**src/rtl/b06_eql_arbiter.sv**
```systemverilog
// b06_eql_arbiter: round-robin front end that lets NREQ requesters share one
// b06-style interrupt-handler FSM. A winner gets a one-hot GNT, the handler
// sees a one-cycle EQL pulse (with CONT_EQL held from the winner's CONT_REQ),
// and the winner receives a one-cycle DONE once the handler answers ACKOUT.
// All outputs are registered.
// Optional feature macro: B06_ARB_TIMEOUT_EN adds an ACK watchdog that aborts
// a transaction with a one-cycle ERR after TMO_MAX unanswered WAIT_ACK cycles.
module b06_eql_arbiter #(
  parameter int NREQ    = 4,
  parameter int ID_W    = 2,
  parameter int TMO_W   = 4,
  parameter int TMO_MAX = 15
) (
  input  logic            clock,
  input  logic            RESET_G,
  input  logic [NREQ-1:0] REQ,
  input  logic [NREQ-1:0] CONT_REQ,
  input  logic            ACKOUT_I,
  output logic [NREQ-1:0] GNT,
  output logic [ID_W-1:0] GNT_ID,
  output logic [NREQ-1:0] DONE,
  output logic            EQL_O,
  output logic            CONT_EQL_O,
  output logic            ERR
);

  if (NREQ < 2 || NREQ > 8 || (2 ** ID_W) < NREQ ||
      TMO_MAX < 1 || TMO_MAX > (2 ** TMO_W) - 1) begin : g_param_check
    $error("b06_eql_arbiter: illegal parameter combination");
  end

  typedef enum logic [1:0] {
    S_IDLE,
    S_DRIVE,
    S_WAIT_ACK,
    S_RELEASE
  } state_t;

  state_t          state, state_d;
  logic [ID_W-1:0] rr_ptr, rr_ptr_d;
  logic            win_found;
  logic [ID_W-1:0] win_id;
  logic            tmo_hit;

  logic [NREQ-1:0] gnt_d;
  logic [ID_W-1:0] gnt_id_d;
  logic [NREQ-1:0] done_d;
  logic            eql_d;
  logic            cont_d;
  logic            err_d;

`ifdef B06_ARB_TIMEOUT_EN
  logic [TMO_W-1:0] wdog, wdog_d;

  // Watchdog expires on the WAIT_ACK cycle that would make it reach TMO_MAX
  assign tmo_hit = (wdog == TMO_W'(TMO_MAX - 1));

  // Watchdog register: cleared on WAIT_ACK entry, counts unanswered cycles
  always_comb begin
    wdog_d = wdog;
    if (state == S_DRIVE)
      wdog_d = '0;
    else if (state == S_WAIT_ACK && !ACKOUT_I && !tmo_hit)
      wdog_d = wdog + TMO_W'(1);
  end

  // Watchdog storage
  always_ff @(posedge clock or posedge RESET_G) begin
    if (RESET_G) wdog <= '0;
    else         wdog <= wdog_d;
  end
`else
  assign tmo_hit = 1'b0;
`endif

  // Round-robin search: first requester at or above rr_ptr, wrapping at NREQ
  always_comb begin
    logic [ID_W-1:0] cand;
    win_found = 1'b0;
    win_id    = '0;
    for (int unsigned k = 0; k < NREQ; k++) begin
      cand = ID_W'((32'(rr_ptr) + k) % NREQ);
      if (!win_found && REQ[cand]) begin
        win_found = 1'b1;
        win_id    = cand;
      end
    end
  end

  // State register
  always_ff @(posedge clock or posedge RESET_G) begin
    if (RESET_G) state <= S_IDLE;
    else         state <= state_d;
  end

  // Next-state logic
  always_comb begin
    state_d = state;
    case (state)
      S_IDLE:     if (win_found) state_d = S_DRIVE;
      S_DRIVE:    state_d = S_WAIT_ACK;
      S_WAIT_ACK: if (ACKOUT_I || tmo_hit) state_d = S_RELEASE;
      S_RELEASE:  if (!REQ[GNT_ID]) state_d = S_IDLE;
      default:    state_d = S_IDLE;
    endcase
  end

  // Output logic: next values of the registered outputs and the rr pointer
  always_comb begin
    gnt_d    = GNT;
    gnt_id_d = GNT_ID;
    cont_d   = CONT_EQL_O;
    done_d   = '0;
    eql_d    = 1'b0;
    err_d    = 1'b0;
    rr_ptr_d = rr_ptr;
    case (state)
      S_IDLE: begin
        if (win_found) begin
          gnt_d    = NREQ'(1) << win_id;
          gnt_id_d = win_id;
          cont_d   = CONT_REQ[win_id];
          eql_d    = 1'b1;
        end
      end
      S_WAIT_ACK: begin
        // An ACK arriving on the expiry cycle takes priority over the timeout
        if (ACKOUT_I) begin
          done_d = GNT;
          gnt_d  = '0;
          cont_d = 1'b0;
        end else if (tmo_hit) begin
          err_d  = 1'b1;
          gnt_d  = '0;
          cont_d = 1'b0;
        end
      end
      S_RELEASE: begin
        if (!REQ[GNT_ID])
          rr_ptr_d = (32'(GNT_ID) == 32'(NREQ - 1)) ? '0 : GNT_ID + ID_W'(1);
      end
      default: ;
    endcase
  end

  // Output and pointer registers
  always_ff @(posedge clock or posedge RESET_G) begin
    if (RESET_G) begin
      GNT        <= '0;
      GNT_ID     <= '0;
      DONE       <= '0;
      EQL_O      <= 1'b0;
      CONT_EQL_O <= 1'b0;
      ERR        <= 1'b0;
      rr_ptr     <= '0;
    end else begin
      GNT        <= gnt_d;
      GNT_ID     <= gnt_id_d;
      DONE       <= done_d;
      EQL_O      <= eql_d;
      CONT_EQL_O <= cont_d;
      ERR        <= err_d;
      rr_ptr     <= rr_ptr_d;
    end
  end

endmodule

```
**config.mk**
```make
export PLATFORM = sky130hd
export DESIGN_NAME = b06_eql_arbiter
export DESIGN_NICKNAME = d
export VERILOG_FILES = /design/src/rtl/b06_eql_arbiter.sv
export SDC_FILE = /design/constraint.sdc
export NUM_CORES = 1
export LEC_CHECK = 0
export BUFFER_PORTS_ARGS = -buffer_cell sky130_fd_sc_hd__buf_2
export CAP_MARGIN = 10
export CELL_PAD_IN_SITES_DETAIL_PLACEMENT = 0
export CELL_PAD_IN_SITES_GLOBAL_PLACEMENT = 1
export CORE_ASPECT_RATIO = 0.8
export CORE_MARGIN = 5
export CORE_UTILIZATION = 27
export DETAILED_ROUTE_END_ITERATION = 8
export HOLD_SLACK_MARGIN = 0.15
export PLACE_DENSITY_LB_ADDON = 0.1
export SYNTH_ARGS = -nofsm -noshare
export SYNTH_HDL_FRONTEND = slang
export SYNTH_SLANG_ARGS = --single-unit
```
**constraint.sdc**
```tcl
create_clock -name clock -period 3.94 [get_ports clock]
set_input_delay 0.394 -clock clock [delete_from_list [all_inputs] [get_ports clock]]
set_output_delay 0.394 -clock clock [all_outputs]
set_load 0.01 [all_outputs]
```
; ---- Word-level counts from Yosys, hierarchy flattened
; Index checks and enable logic that the tools add are counted.
[totals]
regBits = 16
inputBits = 11
word_cells = 73
[op_classes]
n_addsub = 4
magnitude_cmp = 6
eq_ne = 7
shifts = 1
n_mux = 35
n_bitwise = 1
reduce_logical = 12
[op_table]
columns = operator, count
row1 = $lt 2x3->1 const B, 6
row2 = $mux 2, 8
row3 = $mux 4, 4
row4 = $mux 1, 14
row5 = $bmux 1 s2, 6
row6 = $pmux 2 s4, 1
row7 = $pmux 4 s2, 1
row8 = $eq 2x2->1 const B, 3
row9 = $ne 2x2->1 const B, 3
row10 = $reduce_and 3->1, 2
row11 = $add 2x1->2 const B, 2
row12 = $add 2x2->2 const B, 2
row13 = $reduce_and 2->1, 2
row14 = $shl 1x2->4 const A, 1
row15 = $logic_and 1x1->1, 3
row16 = $logic_not 1->1, 3
row17 = $eq 2x1->1 const B, 1
row18 = $logic_not 2->1, 1
row19 = $pmux 1 s2, 1
row20 = $reduce_bool 2->1, 1
row21 = $not 1->1, 1

; ---- Depth between registers and ports, before layout
; Gate-level depths: netlist of the first run.
[depth]
depth_word = 16
mapped_depth = 7
ltp_nobuf = 6

; ---- Least setup slack after synthesis of the first run
; Ideal clock, no wire load.
[synth_timing]
kind = reg-to-reg
startpoint = register GNT_ID[0]
endpoint = register state[1]
setup_ns = 0.128
arrival_time_ns = 1.547
required_time_ns = 3.812
setup_slack_ns = 2.265
path_stages_with_launch = 6
period_less_slack_ns = 1.675
cell_sequence = dfrtp_1 mux4_2 nand2_1 nand2_1 a21oi_2 mux2_1
[synth_between]
elab_chain_cells = 4
[synth_lines]
columns = item, line_no
row1 = start: declaration, 20  ; output logic [ID_W-1:0] GNT_ID,
row2 = start signal: assignment, 158  ; GNT_ID <= gnt_id_d;
row3 = $bmux 1 s2, 103  ; S_RELEASE: if (!REQ[GNT_ID]) state_d = S_IDLE;
row4 = $mux 1 (implied by the code), 103
row5 = $ne 2x2->1 (no line), n/a
row6 = $reduce_and 3->1 (no line), n/a
row7 = end signal: assignment, 93  ; else state <= state_d;
row8 = end: declaration, 39  ; state_t state, state_d;
; No other way between the ends. The select of a mux whose other input is x is not followed.
; A chain may end at the register's enable or synchronous reset.

; ---- Worst setup path after layout of the first run
; Same ends and word-level chain as after synthesis.

==> results.toml, run 1 <==
[drt]
ant_nets = 0
first_pass_iters = 4
wire_per_inst_um = 12.4
drc_errors = 0
vias = 631
drt_wl_total_um = 1750
drt-initial-drc-count = 26
viasPerCell = 4.44

[sta]
setup_tns_ns = 0
rsz0062_at_grt = "false"
slew_violations = 0
fin_crit_ns = 1.72
clock_skew_ns = 0.00217
worst_slew_pin_slew_ns = 0.622
max_freq_mhz = 582
max_slew_margin_pct = 58.5
setup_viol = 0
finalCritPeriodShare_pct = 43.6
hold_viol_final = 0

[synthesis]
ys_seq_elements = 16
netlist_top_cells_area = "dfrtp_1 48%, ha_1 7.5%, nand2_1 6.3%"
ys_warn_count = 0
yosysMostFrequentCell = "dfrtp_1"
synth_edf_count = 0
ys_top_cells_by_count = "16 x dfrtp_1, 14 x nand2_1, 6 x inv_1"
yosysSeqAreaShare_pct = 48.2
netlist_area_sq_um = 831
synth_top_area_share_pct = 48.2
ys_types = 30
ys.flop_type = "dfrtp_1"
synth_nets = 94
async_flop_share_pct = 100
yosys.area.top_type = "dfrtp_1"
synthCells = 78
syn_avg_cell_area_sq_um = 10.7

[setup_path]
cp_slowest_cell = "mux4_2"
required_ns = 4.07
worstPathCellList = "mux4_2 > nand2_1 > nand2_1 > a21oi_2 > mux2_1"
end_kind = "flop"
cp_max_fo = 5
crit_path_frequent_cell = "nand2_1"
arrival_ns = 1.85
start_kind = "flop"
worstSetupPathType = "flop to flop"
slowest_delay_ns = 0.54

[status]
status = "finished, final reports clean"

[min_path]
hold_class = "input pin to asynchronous set/reset pin"

[clock_tree]
h-tree-depth = 1
cts_buffer_depth = 2
post_cts_buffers = 0
hold_buffers = 0
clk_pin_slew_ns = 0.06
postCtsResizedCells = 0
cts_root_buffer = "clkbuf_8"
cts_buffers = 3
cts_tree = "done"
clk_latency_ns = 0.25
cts_sinks = 16

[floorplanning]
start_util_pct = 27.5
rows = 18
die-area_sq_um = 4290
core-area_sq_um = 3020
die_w_um = 72.0
die_h_um = 59.6
ios = 24

[power]
p_total_uw = 732
power_leakage_uw = 0.000552
ir_worst_vdd_uv = 205
power.density_nw_per_um2 = 707

[layout]
fin_nets = 119
drive_gt1_share_pct = 30.4
fillCellCount = 323
area_delta_synth_final_pct = 24.5
final_cells = 142
diodes = 0

[placement]
placed_cells = 138
io_buffers = 22
dp_hpwl_um = 1360
place_congestion = 0.769

[run]
max_cap_viol_count = 0

[grt]
grt_pass1_wl_um = 3030
antenna_found_initial = 0
grt_overflow = 0
grt_start_max_net_pins = 17
grt_use_total_pct = 9.52
grt_pass1_vias = 648
## layer usage
metal	part of all wire, %	GRT usage [%]	routed length, um
met1	52	12.9	909
met2	41	13.2	717
met3	5.5	2.03	96
met4	1.8	7.24	31
met5	0	0	0
## worst max-delay path, delay by kind of cell (launching register included)
family,cells,cell delay (ns)
muxes,2,0.87
DFF,1,0.43
and+or+nand+nor,2,0.17
AOI/OAI and AO/OA,1,0.14
## layout by cell type (no fill, tap or decap)
| cell type | Yosys | final |
|---|---|---|
| a32o_1 | 1 | 1 |
| o22ai_1 | 1 | 1 |
| ha_1 | 5 | 5 |
| nand2b_1 | 1 | 1 |
| mux2i_1 | 3 | 3 |
| or3b_1 | 1 | 1 |
| or3_1 | 1 | 1 |
| nor2_1 | 1 | 1 |
| mux2_2 | 1 | 1 |
| dfrtp_1 | 16 | 16 |
| nand2b_4 | 1 | 1 |
| a21boi_1 | 1 | 1 |
| o21a_1 | 1 | 1 |
| mux4_2 | 1 | 1 |
| o21ai_0 | 2 | 2 |
| o22a_1 | 1 | 1 |
| nand2_1 | 14 | 14 |
| o32a_1 | 1 | 1 |
| o221ai_2 | 1 | 1 |
| and3_1 | 4 | 4 |
| o31ai_1 | 1 | 1 |
| mux2_1 | 2 | 2 |
| buf_2 | 0 | 22 |
| inv_1 | 6 | 6 |
| a21oi_1 | 2 | 2 |
| a21oi_2 | 1 | 1 |
| conb_1 | 1 | 1 |
| clkbuf_8 | 0 | 4 |
| nor4_1 | 1 | 1 |
| o21ai_1 | 4 | 4 |
## report_power, final
part | switching, uW | internal, uW
clock network | 55.0 | 88.6
registers | 51.0 | 226
logic | 169 | 143
total | 275 | 457
## registers in the layout (all words and copies together) (netlist names)
register / cells
state: 2
GNT: 4
GNT_ID: 2
DONE: 4
rr_ptr: 2
CONT_EQL_O: 1
EQL_O: 1
## per-stage QoR
step                setup WS [ns]  hold WS, ns  util, %  instance area [sq um]
floorplan                    2.27        0.308        -                    831
CTS                          2.20        0.231     34.3                   1030
global placement             2.20        0.477     32.5                    980
finish                       2.22        0.216     34.3                   1030
detailed placement           2.19        0.492     32.5                    980
global route                 2.08        0.280     34.3                   1030
## logic make-up after synthesis
kind of cell	Yosys count	synth area share, %
AND/OR/NAND/NOR	24	14.8
AO/OA/AOI/OAI	17	14.6
flip-flops	16	48.2
buffers and inverters	8	4.07
multiplexers	7	10.4
adder cells (fa/ha/maj)	5	7.53
other	1	0.451
## final timing paths
path	from	end	slack, ns	cells past startpoint
min in group clock	ACKOUT_I	DONE[0]	0.47	2
min reg2reg	CONT_EQL_O	CONT_EQL_O	0.50	1
max	GNT_ID[0]	state[1]	2.22	5
max in group asynchronous	RESET_G	GNT_ID[0]	3.32	2
max reg2reg	GNT_ID[0]	state[1]	2.22	5
min	RESET_G	DONE[0]	0.22	2
## cell type report
cell class / count / area, sq um / share of cell area [%]
repair buffers: 22 / 110 / 10.6
inverters: 6 / 22.5 / 2.18
multi-input cells: 54 / 397 / 38.3
flip-flops and latches: 16 / 400 / 38.7
clock buffers: 4 / 55.1 / 5.32
well taps: 40 / 50.0 / 4.84
Note: power is estimated with default switching activity, not from simulation.
==> inputs of run 2 (changes only) <==
==> constraint.sdc (replaced) <==
create_clock -name clock -period 1.8 [get_ports clock]
set_input_delay 0.18 -clock clock [delete_from_list [all_inputs] [get_ports clock]]
set_output_delay 0.18 -clock clock [all_outputs]
set_load 0.01 [all_outputs]
==> run 2 against run 1 <==
- via count increased by 1.7%
- sequential power rose by 120%
- critical endpoint is now CONT_EQL_O
- flip-flop and latch count is the same
- clock-buffer cell count unchanged
- design area increased by 3.3%
- register-to-register slack worse by 2.1 ns
- clock power increased by 120%
- maximum frequency up 2.8%
==> results.toml, run 2 (same netlist as run 1, synthesis figures left out) <==
[status]
status = "finished, final reports clean"

[layout]
diodes = 0
drive_gt1_share_pct = 33.0
fin_nets = 123
fin_util_pct = 35.4
mostFrequentLayoutCells = "22 x buf_2, 15 x dfrtp_1, 14 x nand2_1"
largestRegisters = "DONE: 4 flops, GNT: 4 flops"
area_delta_synth_final_pct = 28.6
layout_commonest_cell = "buf_2"

[drt]
drt_wl_total_um = 1840
first_pass_iters = 3
drc_errors = 0
wire_per_inst_um = 12.6
ant_nets = 0
drt-initial-drc-count = 30
viasPerCell = 4.40
vias = 642

[grt]
grt_overflow = 0
grt_pass1_vias = 677
antenna_found_initial = 0
grt_use_total_pct = 9.85
grt_pass1_wl_um = 3190
grt_start_max_net_pins = 17

[floorplanning]
die_w_um = 72.0
ios = 24
rows = 18
core-area_sq_um = 3020
die-area_sq_um = 4290
start_util_pct = 27.5
die_h_um = 59.6

[sta]
clock_skew_ns = 0.000929
max_slew_margin_pct = 57.4
finalCritPeriodShare_pct = 92.8
hold-worst-slack_ns = 0.250
max_freq_mhz = 599
setup_viol = 0
worst_slew_pin_slew_ns = 0.638
rsz0062_at_grt = "false"
slew_violations = 0
fin_crit_ns = 1.67
setup_tns_ns = 0
hold_viol_final = 0

[clock_tree]
cts_tree = "done"
h-tree-depth = 1
cts_buffers = 3
clk_latency_ns = 0.24
cts_root_buffer = "clkbuf_8"
cts_buffer_depth = 2
cts_sinks = 16
clk_pin_slew_ns = 0.06

[placement]
dp_hpwl_um = 1430
place_congestion = 0.703
io_buffers = 22

[power]
p_switching_uw = 619
power.density_nw_per_um2 = 1550
p_sw_share_pct = 37.4
seqPwrFrac_pct = 36.5
power_frac_comb_pct = 44.6
power_leakage_uw = 0.000570
internal_power_uw = 1040
ir_worst_vdd_uv = 405
clkPwrFrac_pct = 19.0

[setup_path]
start_kind = "flop"
worstSetupPathType = "flop to flop"
cp_max_fo = 7
end_kind = "flop"
required_ns = 1.94
arrival_ns = 1.81

[min_path]
hold_class = "input pin to flop"

[run]
max_cap_viol_count = 0
run 2: layer usage:
layer | up-vias | wire [um] | track usage (%)
met4 | 0 | 25 | 6.43
met5 | - | 0 | 0
met1 | 292 | 945 | 12.7
met2 | 19 | 742 | 14.7
met3 | 2 | 129 | 2.54
li1 | 329 | - | -
run 2: path summary, 6_finish.rpt:
| path | from | endpoint | slack [ns] | cells after the start |
|---|---|---|---|---|
| worst max-delay path | rr_ptr[1] | CONT_EQL_O | 0.13 | 5 |
| min in group asynchronous | RESET_G | DONE[1] | 0.56 | 3 |
| worst min-delay path | ACKOUT_I | DONE[3] | 0.25 | 2 |
| worst max register to register | rr_ptr[1] | CONT_EQL_O | 0.13 | 5 |
| max in group asynchronous | RESET_G | rr_ptr[1] | 0.79 | 3 |
| worst min register to register | CONT_EQL_O | CONT_EQL_O | 0.50 | 1 |
run 2: final cells by class:
| cell class | instances | area (sq um) |
|---|---|---|
| Sequential cell | 16 | 402 |
| Fill cell | 326 | 1950 |
| Inverter | 6 | 22.5 |
| Multi-Input combinational cell | 54 | 397 |
| Tap cell | 40 | 50.0 |
| Clock buffer | 4 | 55.1 |
| Timing Repair Buffer | 26 | 143 |
run 2: timing repair:
item | 4_1_cts | 5_1_grt
hold buffers | 1 | 0
setup buffers | 0 | 0
resized for setup | 0 | 1
endpoints found under the setup margin | 0 | 1
endpoints found under the hold margin | 16 | 0
run 2: power by group through the flow:
| stage | logic [uW] | clock network, uW | registers [uW] |
|---|---|---|---|
| 3_3_place_gp | 753 | 0 | 605 |
| 4_1_cts | 755 | 328 | 604 |
| 6_report | 738 | 314 | 604 |
| 5_1_grt | 839 | 345 | 624 |
| 2_1_floorplan | 453 | 0 | 634 |
| 3_5_place_dp | 751 | 0 | 609 |
run 2: worst max-delay path, cell delays in order (launching register included):
cell and delay [ns]:
dfrtp_2 0.45, or3b_1 0.39, o221ai_2 0.15, mux2i_1 0.24
nand2_1 0.07, a32o_1 0.25
run 2: stage by stage:
stage / instance area [sq um] / setup slack [ns] / total power [uW] / std cells
global placement: 1000 / 0.147 / 1360 / 141
global route: 1070 / 0.0128 / 1810 / 146
CTS: 1070 / 0.100 / 1690 / 146
finish: 1070 / 0.129 / 1660 / 146
floorplan: 831 / 0.125 / 1090 / 78
detailed placement: 1000 / 0.121 / 1360 / 141
==> inputs of run 3 (changes only) <==
--- a/config.mk
+++ b/config.mk
@@ -15,6 +15,7 @@
 export DETAILED_ROUTE_END_ITERATION = 8
 export HOLD_SLACK_MARGIN = 0.15
 export PLACE_DENSITY_LB_ADDON = 0.1
+export REMOVE_ABC_BUFFERS = 1
 export SYNTH_ARGS = -nofsm -noshare
 export SYNTH_HDL_FRONTEND = slang
 export SYNTH_SLANG_ARGS = --single-unit
==> run 3 against run 2 <==
- cell count is the same
- worst hold slack lost 0.0089 ns
- critical path type unchanged
- clock skew rose by 0.0062 ns
- first-iteration DRC count shrank 37%
- critical path depth unchanged
==> results.toml, run 3 (same netlist as run 1, synthesis figures left out) <==
[status]
status = "finished, final reports clean"

[drt]
vias = 634
wire_per_inst_um = 12.4
drt_wl_total_um = 1810
drt-initial-drc-count = 19
first_pass_iters = 4
ant_nets = 0
drc_errors = 0
viasPerCell = 4.34

[layout]
area_delta_synth_final_pct = 28.5
final_cells = 146
diodes = 0
largestRegisters = "DONE: 4 flops, GNT: 4 flops"
drive_gt1_share_pct = 32.1
design_area_sq_um = 1070
fin_nets = 123
mostFrequentLayoutCells = "22 x buf_2, 16 x dfrtp_1, 14 x nand2_1"
layout_commonest_cell = "buf_2"
fillCellCount = 325

[grt]
antenna_found_initial = 0
grt_pass1_wl_um = 3080
grt_pass1_vias = 640
grt_use_total_pct = 9.41
grt_start_max_net_pins = 17
grt_overflow = 0

[power]
p_total_uw = 1660
ir_worst_vdd_uv = 421
power_leakage_uw = 0.000571
power.density_nw_per_um2 = 1560

[sta]
max_slew_margin_pct = 58.6
max_freq_mhz = 594
layout_setup_ws_ns = 0.115
fin_crit_ns = 1.68
slew_violations = 0
finalCritPeriodShare_pct = 93.6
hold_viol_final = 0
setup_viol = 0
clock_skew_ns = 0.00712
setup_tns_ns = 0
rsz0062_at_grt = "false"
worst_slew_pin_slew_ns = 0.621

[setup_path]
worstSetupPathType = "flop to flop"
arrival_ns = 1.82
cp_max_fo = 7
end_kind = "flop"
start_kind = "flop"
required_ns = 1.94
reg2reg_depth = 5

[clock_tree]
clk_pin_slew_ns = 0.07
h-tree-depth = 1
postCtsResizedCells = 0
cts_root_buffer = "clkbuf_8"
post_cts_buffers = 0
cts_sinks = 16
hold_buffers = 1
clk_latency_ns = 0.25
cts_buffers = 3
cts_tree = "done"
cts_buffer_depth = 2

[placement]
place_congestion = 0.714
placed_cells = 141
dp_slack_ns = 0.127
io_buffers = 22
dp_hpwl_um = 1400
place_area_sq_um = 1000

[floorplanning]
die_h_um = 59.6
core-area_sq_um = 3020
ios = 24
rows = 18
start_util_pct = 27.5
die-area_sq_um = 4290
die_w_um = 72.0

[min_path]
hold_class = "input pin to flop"
min_path_cells = 2

[run]
max_cap_viol_count = 0
## run 3: cell counts in the layout (fill, tap and decap cells not counted)
Identical to the previous run, type by type.
## run 3: worst max-delay path, stage by stage (launching register included)
cell and delay [ns]:
dfrtp_1 0.46, or3b_1 0.41, o221ai_2 0.14, mux2i_1 0.23
nand2_1 0.08, a32o_1 0.25
## run 3: final timing paths
check / from / end / slack, ns
max: rr_ptr[1] / CONT_EQL_O / 0.12
min: ACKOUT_I / DONE[1] / 0.24
max reg2reg: rr_ptr[1] / CONT_EQL_O / 0.12
min reg2reg: CONT_EQL_O / CONT_EQL_O / 0.49
max in group asynchronous: RESET_G / CONT_EQL_O / 0.85
min in group asynchronous: RESET_G / DONE[1] / 0.55
## run 3: final cells by class
class | count | area (sq um) | area share (%)
repair buffers | 26 | 143 | 13.4
multi-input cells | 54 | 397 | 37.2
flip-flops and latches | 16 | 400 | 37.5
clock buffers | 4 | 55.1 | 5.16
well taps | 40 | 50.0 | 4.69
inverters | 6 | 22.5 | 2.11
## run 3: per-layer routing
layer / GRT usage, % / share of wire [%]
met4: 4.02 / 1.2
met3: 1.86 / 6.4
met2: 14.0 / 40
met1: 13.3 / 52
met5: 0 / 0
## run 3: where the power goes
group          switching [uW]  internal, uW  total [uW]
registers                 104           493         598
logic                     393           345         738
clock network             132           194         326
## run 3: per-stage QoR
| stage | hold slack, ns | utilization, % |
|---|---|---|
| after floorplan | 0.0937 | - |
| after global placement | 0.297 | 33.2 |
| after detailed placement | 0.294 | 33.2 |
| after CTS | 0.241 | 35.4 |
| after global routing | 0.245 | 35.4 |
| final | 0.241 | 35.4 |
